## config.mk

```make
export PLATFORM = sky130hd
export DESIGN_NAME = alarm_timer_param
export DESIGN_NICKNAME = d
export VERILOG_FILES = /design/src/rtl/alarm_timer_pkg.sv /design/src/rtl/alarm_timer_prescaler.sv /design/src/rtl/alarm_timer_param.sv
export SDC_FILE = /design/constraint.sdc
export NUM_CORES = 1
export LEC_CHECK = 0
export BUFFER_PORTS_ARGS = -buffer_cell sky130_fd_sc_hd__buf_2
export CORE_MARGIN = 4
export CORE_UTILIZATION = 25
export CTS_BUF_LIST = sky130_fd_sc_hd__clkbuf_4 sky130_fd_sc_hd__clkbuf_8
export CTS_CLUSTER_SIZE = 12
export DETAILED_ROUTE_END_ITERATION = 10
export PLACE_DENSITY = 0.48
export SYNTH_ARGS = -nofsm -noshare
export SYNTH_HDL_FRONTEND = slang
export SYNTH_SLANG_ARGS = --single-unit
```

## constraint.sdc

```tcl
create_clock -name clock -period 2.3 [get_ports clock]
set_input_delay 0.23 -clock clock [delete_from_list [all_inputs] [get_ports clock]]
set_output_delay 0.23 -clock clock [all_outputs]
set_load 0.1 [all_outputs]
```

## src/rtl/alarm_timer_pkg.sv

```systemverilog
// Shared types and sizing helpers for the parametrised alarm timer.
// Holds the FSM state enum and the prescaler sizing functions.
package alarm_timer_pkg;

    typedef enum logic [1:0] {
        ST_IDLE   = 2'd0,
        ST_RUN    = 2'd1,
        ST_PAUSED = 2'd2,
        ST_DONE   = 2'd3
    } state_t;

    // Prescaler period: one 2 Hz tick every half-second.
    function automatic int half_of(input int freq);
        return freq / 2;
    endfunction

    // Width of the prescaler counter, never below one bit.
    function automatic int div_width(input int freq);
        int h;
        h = freq / 2;
        return (h <= 2) ? 1 : $clog2(h);
    endfunction

endpackage

```

## src/rtl/alarm_timer_prescaler.sv

```systemverilog
// Half-second prescaler: produces tick2 (2 Hz) and tick1 (1 Hz).
// Ports: clock, reset, clear (restart at 0), hold (freeze), tick1, tick2.
module alarm_timer_prescaler
    import alarm_timer_pkg::*;
#(
    parameter int CLK_FREQ_HZ = 50_000_000
) (
    input  logic clock,
    input  logic reset,
    input  logic clear,
    input  logic hold,
    output logic tick1,
    output logic tick2
);

    localparam int HALF  = half_of(CLK_FREQ_HZ);
    localparam int DIV_W = div_width(CLK_FREQ_HZ);
    localparam logic [DIV_W-1:0] LAST = DIV_W'(HALF - 1);

    logic [DIV_W-1:0] r_div;
    logic             r_phase;
    logic             w_wrap;

    assign w_wrap = (r_div == LAST);
    // A clear restarts the second, so no tick may escape on that edge.
    assign tick2  = w_wrap && !clear && !hold;
    assign tick1  = tick2 && r_phase;

    always_ff @(posedge clock) begin
        if (reset || clear) begin
            r_div   <= '0;
            r_phase <= 1'b0;
        end else if (!hold) begin
            if (w_wrap) begin
                r_div   <= '0;
                r_phase <= ~r_phase;
            end else begin
                r_div   <= r_div + DIV_W'(1);
            end
        end
    end

endmodule

```

## src/rtl/alarm_timer_param.sv

```systemverilog
// Programmable seconds countdown with pause, auto-reload and busy flag.
// Ports: clock, reset, start_timer, value, periodic, pause in;
//        expired, busy, one_hz_enable, two_hz_enable, counter out.
module alarm_timer_param
    import alarm_timer_pkg::*;
#(
    parameter int CLK_FREQ_HZ = 50_000_000,
    parameter int VALUE_W     = 4
) (
    input  logic               clock,
    input  logic               reset,
    input  logic               start_timer,
    input  logic [VALUE_W-1:0] value,
    input  logic               periodic,
    input  logic               pause,
    output logic               expired,
    output logic               busy,
    output logic               one_hz_enable,
    output logic               two_hz_enable,
    output logic [VALUE_W-1:0] counter
);

    state_t             r_state;
    logic [VALUE_W-1:0] r_counter;
    logic [VALUE_W-1:0] r_reload;
    logic               r_mode;
    logic               r_expired;
    logic               r_busy;
    logic               r_one;
    logic               r_two;

    logic w_tick1;
    logic w_tick2;
    logic w_hold;

    // Pause only matters while a countdown is active.
    assign w_hold = pause && !start_timer &&
                    (r_state == ST_RUN || r_state == ST_PAUSED);

    alarm_timer_prescaler #(
        .CLK_FREQ_HZ(CLK_FREQ_HZ)
    ) u_presc (
        .clock(clock),
        .reset(reset),
        .clear(start_timer),
        .hold (w_hold),
        .tick1(w_tick1),
        .tick2(w_tick2)
    );

    always_ff @(posedge clock) begin
        if (reset) begin
            r_state   <= ST_IDLE;
            r_counter <= '0;
            r_reload  <= '0;
            r_mode    <= 1'b0;
            r_expired <= 1'b0;
            r_busy    <= 1'b0;
            r_one     <= 1'b0;
            r_two     <= 1'b0;
        end else begin
            r_one <= w_tick1;
            r_two <= w_tick2;
            if (start_timer) begin
                r_reload  <= value;
                r_mode    <= periodic;
                r_counter <= value;
                if (value == '0) begin
                    r_state   <= ST_DONE;
                    r_expired <= 1'b1;
                    r_busy    <= 1'b0;
                end else begin
                    r_state   <= ST_RUN;
                    r_expired <= 1'b0;
                    r_busy    <= 1'b1;
                end
            end else begin
                unique case (r_state)
                    ST_IDLE: begin
                        r_expired <= 1'b0;
                    end
                    ST_RUN, ST_PAUSED: begin
                        r_expired <= 1'b0;
                        if (pause) begin
                            r_state <= ST_PAUSED;
                        end else begin
                            r_state <= ST_RUN;
                            // Counter is never 0 here: a 0 load goes to DONE.
                            if (w_tick1) begin
                                if (r_counter > VALUE_W'(1)) begin
                                    r_counter <= r_counter - VALUE_W'(1);
                                end else if (r_mode) begin
                                    r_counter <= r_reload;
                                    r_expired <= 1'b1;
                                end else begin
                                    r_counter <= '0;
                                    r_expired <= 1'b1;
                                    r_state   <= ST_DONE;
                                    r_busy    <= 1'b0;
                                end
                            end
                        end
                    end
                    ST_DONE: begin
                        r_expired <= 1'b1;
                        r_counter <= '0;
                    end
                endcase
            end
        end
    end

    assign expired       = r_expired;
    assign busy          = r_busy;
    assign one_hz_enable = r_one;
    assign two_hz_enable = r_two;
    assign counter       = r_counter;

endmodule

```

Yosys cells after proc, flatten, opt, wreduce, memory -nomap -nowiden
Cells that the tools add are included.
{ "word_totals": {"regBits": 41, "inputBits": 9, "output_inout_bits": 8, "elab_cells": 69} }
{ "classes": {"add_sub_neg": 2, "n_lt_le_gt_ge": 1, "eq_ne": 9, "mux": 27, "bitwise_logic": 2, "n_reduce_logical": 18} }
{ "ops": {"columns": ["op", "count"], "rows": [
  ["adder 25 x 1 -> 25 bit, second input constant", 1],
  ["== test 25 bit, second input constant", 1],
  ["2-to-1 mux 25 bit", 1],
  ["2-to-1 mux 4 bit", 5],
  ["2-to-1 mux 2 bit", 7],
  ["2-to-1 mux 1 bit", 12],
  ["one-hot mux 4 bit (2 select lines)", 1],
  ["inequality test 2 bit, second input constant", 3],
  ["inequality test 3 bit, second input constant", 2],
  ["logical AND 1 bit", 5],
  ["AND reduction 5 bit", 1],
  ["== test 2 bit, second input constant", 2],
  ["greater-than comparator 4 x 1 -> 1 bit, second input constant", 1],
  ["logical NOT 4 bit", 1],
  ["nonzero test 2 bit", 2],
  ["subtractor 4 x 1 -> 4 bit, second input constant", 1],
  ["one-hot mux 1 bit (3 select lines)", 1],
  ["AND reduction 3 bit", 1],
  ["nonzero test 3 bit", 1],
  ["== test 2 x 1 -> 1 bit, second input constant", 1],
  ["logical NOT 1 bit", 2],
  ["logical NOT 2 bit", 1],
  ["logical OR 1 bit", 2],
  ["inverter 1 bit", 2],
  ["other kinds (2)", 2]
]} }

Depth between registers and ports, before layout
Gate-level depths: netlist (run 1).
{ "logic_depth": {"depth_word": 10, "depth_mapped": 9, "depth_no_buf": 7} }

Hierarchy
Synthesis (run 1) repeated with hierarchy kept, for this count alone.
{ "hier_totals": {"hier_cells": 243, "area_unflattened_um2": 2060.7} }
{ "by_module_without_submodules": {"columns": ["mod", "n_inst", "cells_each", "area_each_um2", "seq_area_each_um2"], "rows": [
  ["alarm_timer_prescaler", 1, 146, 1265.0, 520.5],
  ["alarm_timer_param", 1, 97, 795.8, 300.3]
]} }

Worst setup path before layout (run 1)
OpenSTA, ideal clock, no wires.
{ "synth_timing": {"kind": "reg2reg", "from": "register r_counter[0] (netlist: counter[0])", "to": "register r_counter[0] (netlist: counter[0])", "setup_ns": 0.070, "arrival_ns": 2.174, "slack_ns": 0.057, "path_stages_with_launch": 7, "synth_period_minus_slack_ns": 2.243, "path_cell_list": "dfxtp_1 inv_1 ha_1 o211ai_1 mux2i_1 a22oi_1 a21oi_1"} }
{ "synth_between": {"elab_chain_cells": 6} }
{ "synth_rtl": {"columns": ["element", "line_no", "rtl"], "rows": [
  ["start, declared", "alarm_timer_param.sv:24", "logic [VALUE_W-1:0] r_counter;"],
  ["start signal, assigned", "alarm_timer_param.sv:67", "r_counter <= value;"],
  ["start signal, assigned", "alarm_timer_param.sv:91", "r_counter <= r_counter - VALUE_W'(1);"],
  ["start signal, assigned", "alarm_timer_param.sv:93", "r_counter <= r_reload;"],
  ["subtractor 4 x 1 -> 4 bit or greater-than comparator 4 x 1 -> 1 bit (tied branches)", "alarm_timer_param.sv:91, alarm_timer_param.sv:90", null],
  ["2-to-1 mux 4 bit *", "alarm_timer_param.sv:90", "if (r_counter > VALUE_W'(1)) begin"],
  ["2-to-1 mux 4 bit *", "alarm_timer_param.sv:89", "if (w_tick1) begin"],
  ["2-to-1 mux 4 bit *", "alarm_timer_param.sv:84", "if (pause) begin"],
  ["one-hot mux 4 bit (2 select lines) *", "alarm_timer_param.sv:78", "unique case (r_state)"],
  ["2-to-1 mux 4 bit *", "alarm_timer_param.sv:64", "if (start_timer) begin"]
]} }
Mark *: on every way between the ends. The rest lies on a longest branch, timed or not. The select of a mux whose other input is x is not followed.
A chain may end at the register's enable or synchronous reset.

Final worst setup path (run 1)
{ "layout_timing": {"from": "register r_state[0]", "to": "register r_counter[1] (netlist: counter[1])"} }
{ "layout_between": {"elab_chain_cells": 8} }
{ "layout_rtl": {"columns": ["element", "line_no", "rtl"], "rows": [
  ["start, declared", "alarm_timer_param.sv:23", "state_t r_state;"],
  ["start signal, assigned", "alarm_timer_param.sv:53", "r_state <= ST_IDLE;"],
  ["start signal, assigned", "alarm_timer_param.sv:69", "r_state <= ST_DONE;"],
  ["start signal, assigned", "alarm_timer_param.sv:73", "r_state <= ST_RUN;"],
  ["== test 2 x 1 -> 1 bit or == test 2 bit (tied branches)", "alarm_timer_param.sv:38, alarm_timer_param.sv:78", null],
  ["logical OR 1 bit", "alarm_timer_param.sv:38", "(r_state == ST_RUN || r_state == ST_PAUSED);"],
  ["logical AND 1 bit", "alarm_timer_param.sv:37", "assign w_hold = pause && !start_timer &&"],
  ["logical NOT 1 bit", "alarm_timer_prescaler.sv:26", "assign tick2 = w_wrap && !clear && !hold;"],
  ["logical AND 1 bit", "alarm_timer_prescaler.sv:26", null],
  ["logical AND 1 bit", "alarm_timer_prescaler.sv:27", "assign tick1 = tick2 && r_phase;"],
  ["inequality test 3 bit (no source line)", null, null],
  ["AND reduction 3 bit (no source line)", null, null]
]} }
Several ways; a longest one is shown, not always the timed one.

==> reports/metrics.cfg, run 1 <==
[global_route]
grt_pass1_wl_um=7360
grtUsageTotal=0.0920
overflow=0
antenna_found_initial=0
grt_pass1_vias=1548
grt_max_degree=26

[floorplanning]
initial_core_util=0.258
rows=32
die_h_um=97.5
die_x_um=97.5
core_sq_um=7770
dieArea_sq_um=9500
io-pin-count=17

[run_status]
outcome=finished clean

[worst_setup_path]
critPathCaptureType=flip-flop
start_kind=flip-flop
critPathKind=flip-flop to flip-flop
critical_path_required_ns=2.52
cp.arrival_ns=2.30
cp_max_fo=6

[clock_tree]
clock_sinks=41
clk_latency_ns=0.29
cts_tree=built
cts_buffers=5
post_cts_buffers=0
clk_path_buf_depth=2
clkTransAtPathRegs_ns=0.08
htreeDepth=2
root_buffer=clkbuf_8

[timing]
fmax_mhz=481
whs_ns=0.207
setup_violations=0
grt_setup_unrepaired=false
setup_slack_ns=0.220
tightestPinTransition_ns=0.544
finalHoldViolCount=0
fin_crit_ns=2.08
maxSlewViolCount=0
skew_ns=0.00275
period_share=0.904
fin_setup_tns_ns=0
relSlewSlack=0.636

[logic_synthesis]
ys_ff_latch=41
synth_seq_area_share=0.410
synthTopCellsByArea=dfxtp_1 41%, xor2_1 8.3%, nor2_1 7.5%, nand2_1 3.6%, ha_1 3.1%
synth_cells=231
netlist.area_leader.share=0.410
ys_types=42
yosysTopAreaCell=dfxtp_1
syn-num-nets=245
yosys_warnings=0
syn_avg_cell_area_sq_um=8.67
synthesis.area_sq_um=2000

[placed_design]
dp_worst_setup_slack_ns=0.113
dp_hpwl_um=3030
place_inst=347
place_area_sq_um=2220
portBuffers=16
place_congestion=0.756

[finish]
antenna_cells=0
nets=266
drive_gt1_frac=0.166
fillCellCount=826
post-route-util=0.302
layout.cells.most_common=dfxtp_1
fin_area_sq_um=2340
area_growth_pct=17.1
layout_common_cells=41 x dfxtp_1, 40 x nor2_1, 19 x nand2_1, 19 x xor2_1, 16 x buf_2
fin_cells=355

[drt]
via_count=1635
vias_per_cell=4.61
drc=0
dr.pass1.iters=4
drt.antenna.violating_nets=0
routed_wirelength_um=4270
wl_per_cell_um=12.0
drtIter0Drc=103

[job]
maxCapViolCount=0

[power_and_ir_drop]
p_per_area_nw_per_um2=671
p_leak_nw=0.877
ir_drop_uv=225
fin_total_pwr_mw=1.57

[hold_path]
hp-class=input port to flip-flop

-- worst paths after layout --
kind | startpoint | to | slack, ns | depth (start not counted)
setup / recovery | r_state[0]$_SDFFE_PP0P_ | counter[1]$_SDFFE_PP0P_ | 0.22 | 7
hold / removal | periodic | r_mode$_SDFFE_PP0P_ | 0.21 | 3
setup reg to reg | r_state[0]$_SDFFE_PP0P_ | counter[1]$_SDFFE_PP0P_ | 0.22 | 7
hold reg to reg | r_reload[2]$_SDFFE_PP0P_ | r_reload[2]$_SDFFE_PP0P_ | 0.48 | 2
-- sequential cells by signal, summed over array words and instances (netlist names) --
name and flops:
r_state 2, busy 1, u_presc.r_phase 1, one_hz_enable 1, u_presc.r_div 25, r_reload 4, two_hz_enable 1, r_mode 1
expired 1, counter 4
-- repair_timing --
item,4_1_cts,5_1_grt
hold buffers,0,0
gates resized for setup,0,1
endpoints found under the setup margin,0,3
-- logic make-up (layout without fill, tap and decap cells) --
kind of cell / after synthesis / after routing / synth area share
muxes: 6 / 6 / 0.0300
AOI/OAI and AO/OA: 24 / 24 / 0.0788
xor gates and xnor gates: 26 / 26 / 0.114
buffers and inverters: 18 / 40 / 0.0431
DFF: 41 / 41 / 0.410
and+or+nand+nor: 111 / 111 / 0.293
adders and majority gates: 5 / 5 / 0.0313
-- worst max-delay path, cell delays in order (launching register included) --
cell and delay, ns:
dfxtp_1 0.36, inv_1 0.05, ha_1 0.30, and3b_1 0.25, nor4_2 0.37, nand4_2 0.24, a31o_2 0.30, a21oi_1 0.13
-- synthesized netlist by cell type --
master,n
dfxtp_1,41
nor2_1,40
nand2_1,19
xor2_1,19
nand3_1,12
inv_1,10
nand4_1,10
a21oi_1,9
xnor2_1,7
mux2i_1,6
clkbuf_1,5
ha_1,5
nor3_1,5
nor4_1,4
a31o_2,3
nand2b_1,3
a22oi_1,2
a31oi_1,2
and3_1,2
and4_2,2
buf_6,2
nand4b_1,2
o21ai_0,2
a211o_1,1
a211oi_1,1
a21o_1,1
a311oi_1,1
a32oi_1,1
and2_4,1
and3b_1,1
and4_1,1
buf_4,1
nand3b_1,1
nand4_2,1
nor3b_1,1
nor4_2,1
nor4_4,1
o211ai_1,1
or3_1,1
or3b_2,1
or4_1,1
or4b_4,1
-- final cells by class --
class                           instances  area (sq um)  share of cell area
Clock buffer                            7          90.1              0.0384
Multi-Input combinational cell        172          1100               0.470
Timing Repair Buffer                   22           138              0.0587
Sequential cell                        41           821               0.350
Inverter                               10          37.5              0.0160
Tap cell                              102           128              0.0544
Clock inverter                          1          30.0              0.0128
-- routing by layer --
metal | wire length, um | global-route usage | up-vias | share of wire
met5 | 0 | 0 | - | 0
met4 | 76 | 0.0351 | 0 | 0.018
met3 | 128 | 0.0194 | 7 | 0.030
met2 | 1910 | 0.138 | 23 | 0.45
met1 | 2150 | 0.129 | 757 | 0.50
li1 | - | - | 848 | -
-- power breakdown --
part           switching (mW)  internal [mW]
registers              0.0179          0.728
logic                   0.147         0.0716
clock network           0.242          0.366
total                   0.407           1.17
(Power assumes the default switching activity.)
==> run 2: changes to the inputs <==
--- a/config.mk
+++ b/config.mk
@@ -6,7 +6,7 @@
 export NUM_CORES = 1
 export LEC_CHECK = 0
 export BUFFER_PORTS_ARGS = -buffer_cell sky130_fd_sc_hd__buf_2
-export CORE_MARGIN = 4
+export CORE_MARGIN = 2
 export CORE_UTILIZATION = 25
 export CTS_BUF_LIST = sky130_fd_sc_hd__clkbuf_4 sky130_fd_sc_hd__clkbuf_8
 export CTS_CLUSTER_SIZE = 12
==> reports/metrics.cfg, run 2 (synthesis gave the netlist of run 1 again) <==
[run_status]
outcome=finished clean

[global_route]
overflow=0
grt_pass1_wl_um=7210
grt_pass1_vias=1518
grt_max_degree=26
antenna_found_initial=0
grtUsageTotal=0.105

[job]
maxCapViolCount=0

[hold_path]
holdPathEnd=r_mode$_SDFFE_PP0P_
hold_depth=3
worst_hold_startpoint=periodic
hp-class=input port to flip-flop

[power_and_ir_drop]
ir_drop_uv=175
p_leak_nw=0.864
fin_total_pwr_mw=1.49
p_per_area_nw_per_um2=642

[clock_tree]
cts_buffers=5
post_cts_buffers=0
clk_latency_ns=0.30
root_buffer=clkbuf_8
cts_tree=built
clkTransAtPathRegs_ns=0.08
clk_path_buf_depth=2
htreeDepth=2
cts-hold-fix-buffers=0
clock_sinks=41

[worst_setup_path]
r2r-end=u_presc.r_div[18]$_SDFFE_PP0N_
crit_chain=inv_1, ha_1, and3b_1, nor4_2, and2_4, or3_1, buf_12, nor2_1
critPathMaxStageDelay_ns=0.37
critPathCaptureType=flip-flop
critical_path_required_ns=2.49
cp.arrival_ns=2.25
r2r_cells=8
r2r_slack_ns=0.24
crit_slowest_cell=nor4_2
critPathKind=flip-flop to flip-flop
critPathTopFamily=simple AND/OR/NAND/NOR gates
crit_buf_inv=2
r2r-start=r_state[0]$_SDFFE_PP0P_
cp_max_fo=25
start_kind=flip-flop

[drt]
via_count=1642
wl_per_cell_um=12.2
vias_per_cell=4.64
drc=0
drtIter0Drc=110
routed_wirelength_um=4330
dr.pass1.iters=4
drt.antenna.violating_nets=0

[timing]
whs_ns=0.189
skew_ns=0.0102
maxSlewViolCount=0
relSlewSlack=0.605
fmax_mhz=485
period_share=0.896
tightestPinTransition_ns=0.590
finalHoldViolCount=0
setup_violations=0
grt_setup_unrepaired=false
fin_crit_ns=2.06
fin_setup_tns_ns=0

[placed_design]
portBuffers=16
place_congestion=0.757
dp_hpwl_um=3010

[finish]
antenna_cells=0
drive_gt1_frac=0.163
area_growth_pct=15.8
layout_common_cells=41 x dfxtp_1, 40 x nor2_1, 19 x nand2_1, 19 x xor2_1, 16 x buf_2
largest_register=u_presc.r_div
post-route-util=0.300
largest_reg_flops=25
nets=265
layout.cells.most_common=dfxtp_1

[floorplanning]
rows=32
die_x_um=93.5
die_h_um=93.5
io-pin-count=17
dieArea_sq_um=8740
core_sq_um=7730
initial_core_util=0.259

-- run 2: cell count changes in the layout (fill, tap and decap cells not counted) --
cell	before	now
clkinv_2	0	1
clkbuf_4	1	0
bufinv_16	1	0
buf_4	5	4
clkbuf_8	6	7
-- run 2: power breakdown --
| group | switching (mW) | total (mW) | leakage [nW] | internal (mW) |
|---|---|---|---|---|
| clock | 0.252 | 0.523 | 0.0542 | 0.271 |
| sequential | 0.0182 | 0.746 | 0.333 | 0.728 |
| combinational | 0.147 | 0.219 | 0.476 | 0.0718 |
| total | 0.417 | 1.49 | 0.864 | 1.07 |
-- run 2: cell type report --
class	instances	area, sq um
clock buffers	7	96.3
clock inverters	1	5.00
fillers	826	5410
inverters	10	37.5
multi-input cells	172	1100
flip-flops and latches	41	821
well taps	102	128
repair buffers	21	130
-- run 2: worst max-delay path by stage --
stage / from / to / slack (ns) / depth (start not counted)
3_5_place_dp: r_state[0]$_SDFFE_PP0P_ / u_presc.r_div[19]$_SDFFE_PP0N_ / 0.15 / 8
2_1_floorplan: counter[0]$_SDFFE_PP0P_ / counter[0]$_SDFFE_PP0P_ / 0.06 / 6
3_3_place_gp: r_state[0]$_SDFFE_PP0P_ / u_presc.r_div[20]$_SDFFE_PP0N_ / 0.21 / 8
4_1_cts: r_state[0]$_SDFFE_PP0P_ / u_presc.r_div[18]$_SDFFE_PP0N_ / 0.14 / 8
6_report: r_state[0]$_SDFFE_PP0P_ / u_presc.r_div[18]$_SDFFE_PP0N_ / 0.24 / 8
5_1_grt: r_state[0]$_SDFFE_PP0P_ / counter[1]$_SDFFE_PP0P_ / 0.08 / 7
-- run 2: through the flow --
| step | instance area (sq um) | setup slack [ns] | cells |
|---|---|---|---|
| final | 2320 | 0.238 | 354 |
| after floorplan | 2000 | 0.0566 | 231 |
| after global routing | 2320 | 0.0815 | 354 |
| after detailed placement | 2210 | 0.148 | 346 |
| after CTS | 2310 | 0.135 | 354 |
| after global placement | 2210 | 0.211 | 346 |
-- run 2: per-layer routing --
layer  GRT usage  routed length [um]
met5           0                   0
met4      0.0441                  82
met3      0.0266                 113
met2       0.156                1880
met1       0.143                2250
-- run 2: repair_timing --
item | CTS | global route
gates resized for setup | 0 | 1
endpoints found under the hold margin | 0 | 0
setup endpoints to repair | 0 | 28
-- run 2: worst register-to-register path: stages (launching register included) --
cell     delay (ns)
dfxtp_1        0.36
inv_1          0.05
ha_1           0.29
and3b_1        0.25
nor4_2         0.37
and2_4         0.23
or3_1          0.14
buf_12         0.17
nor2_1         0.07
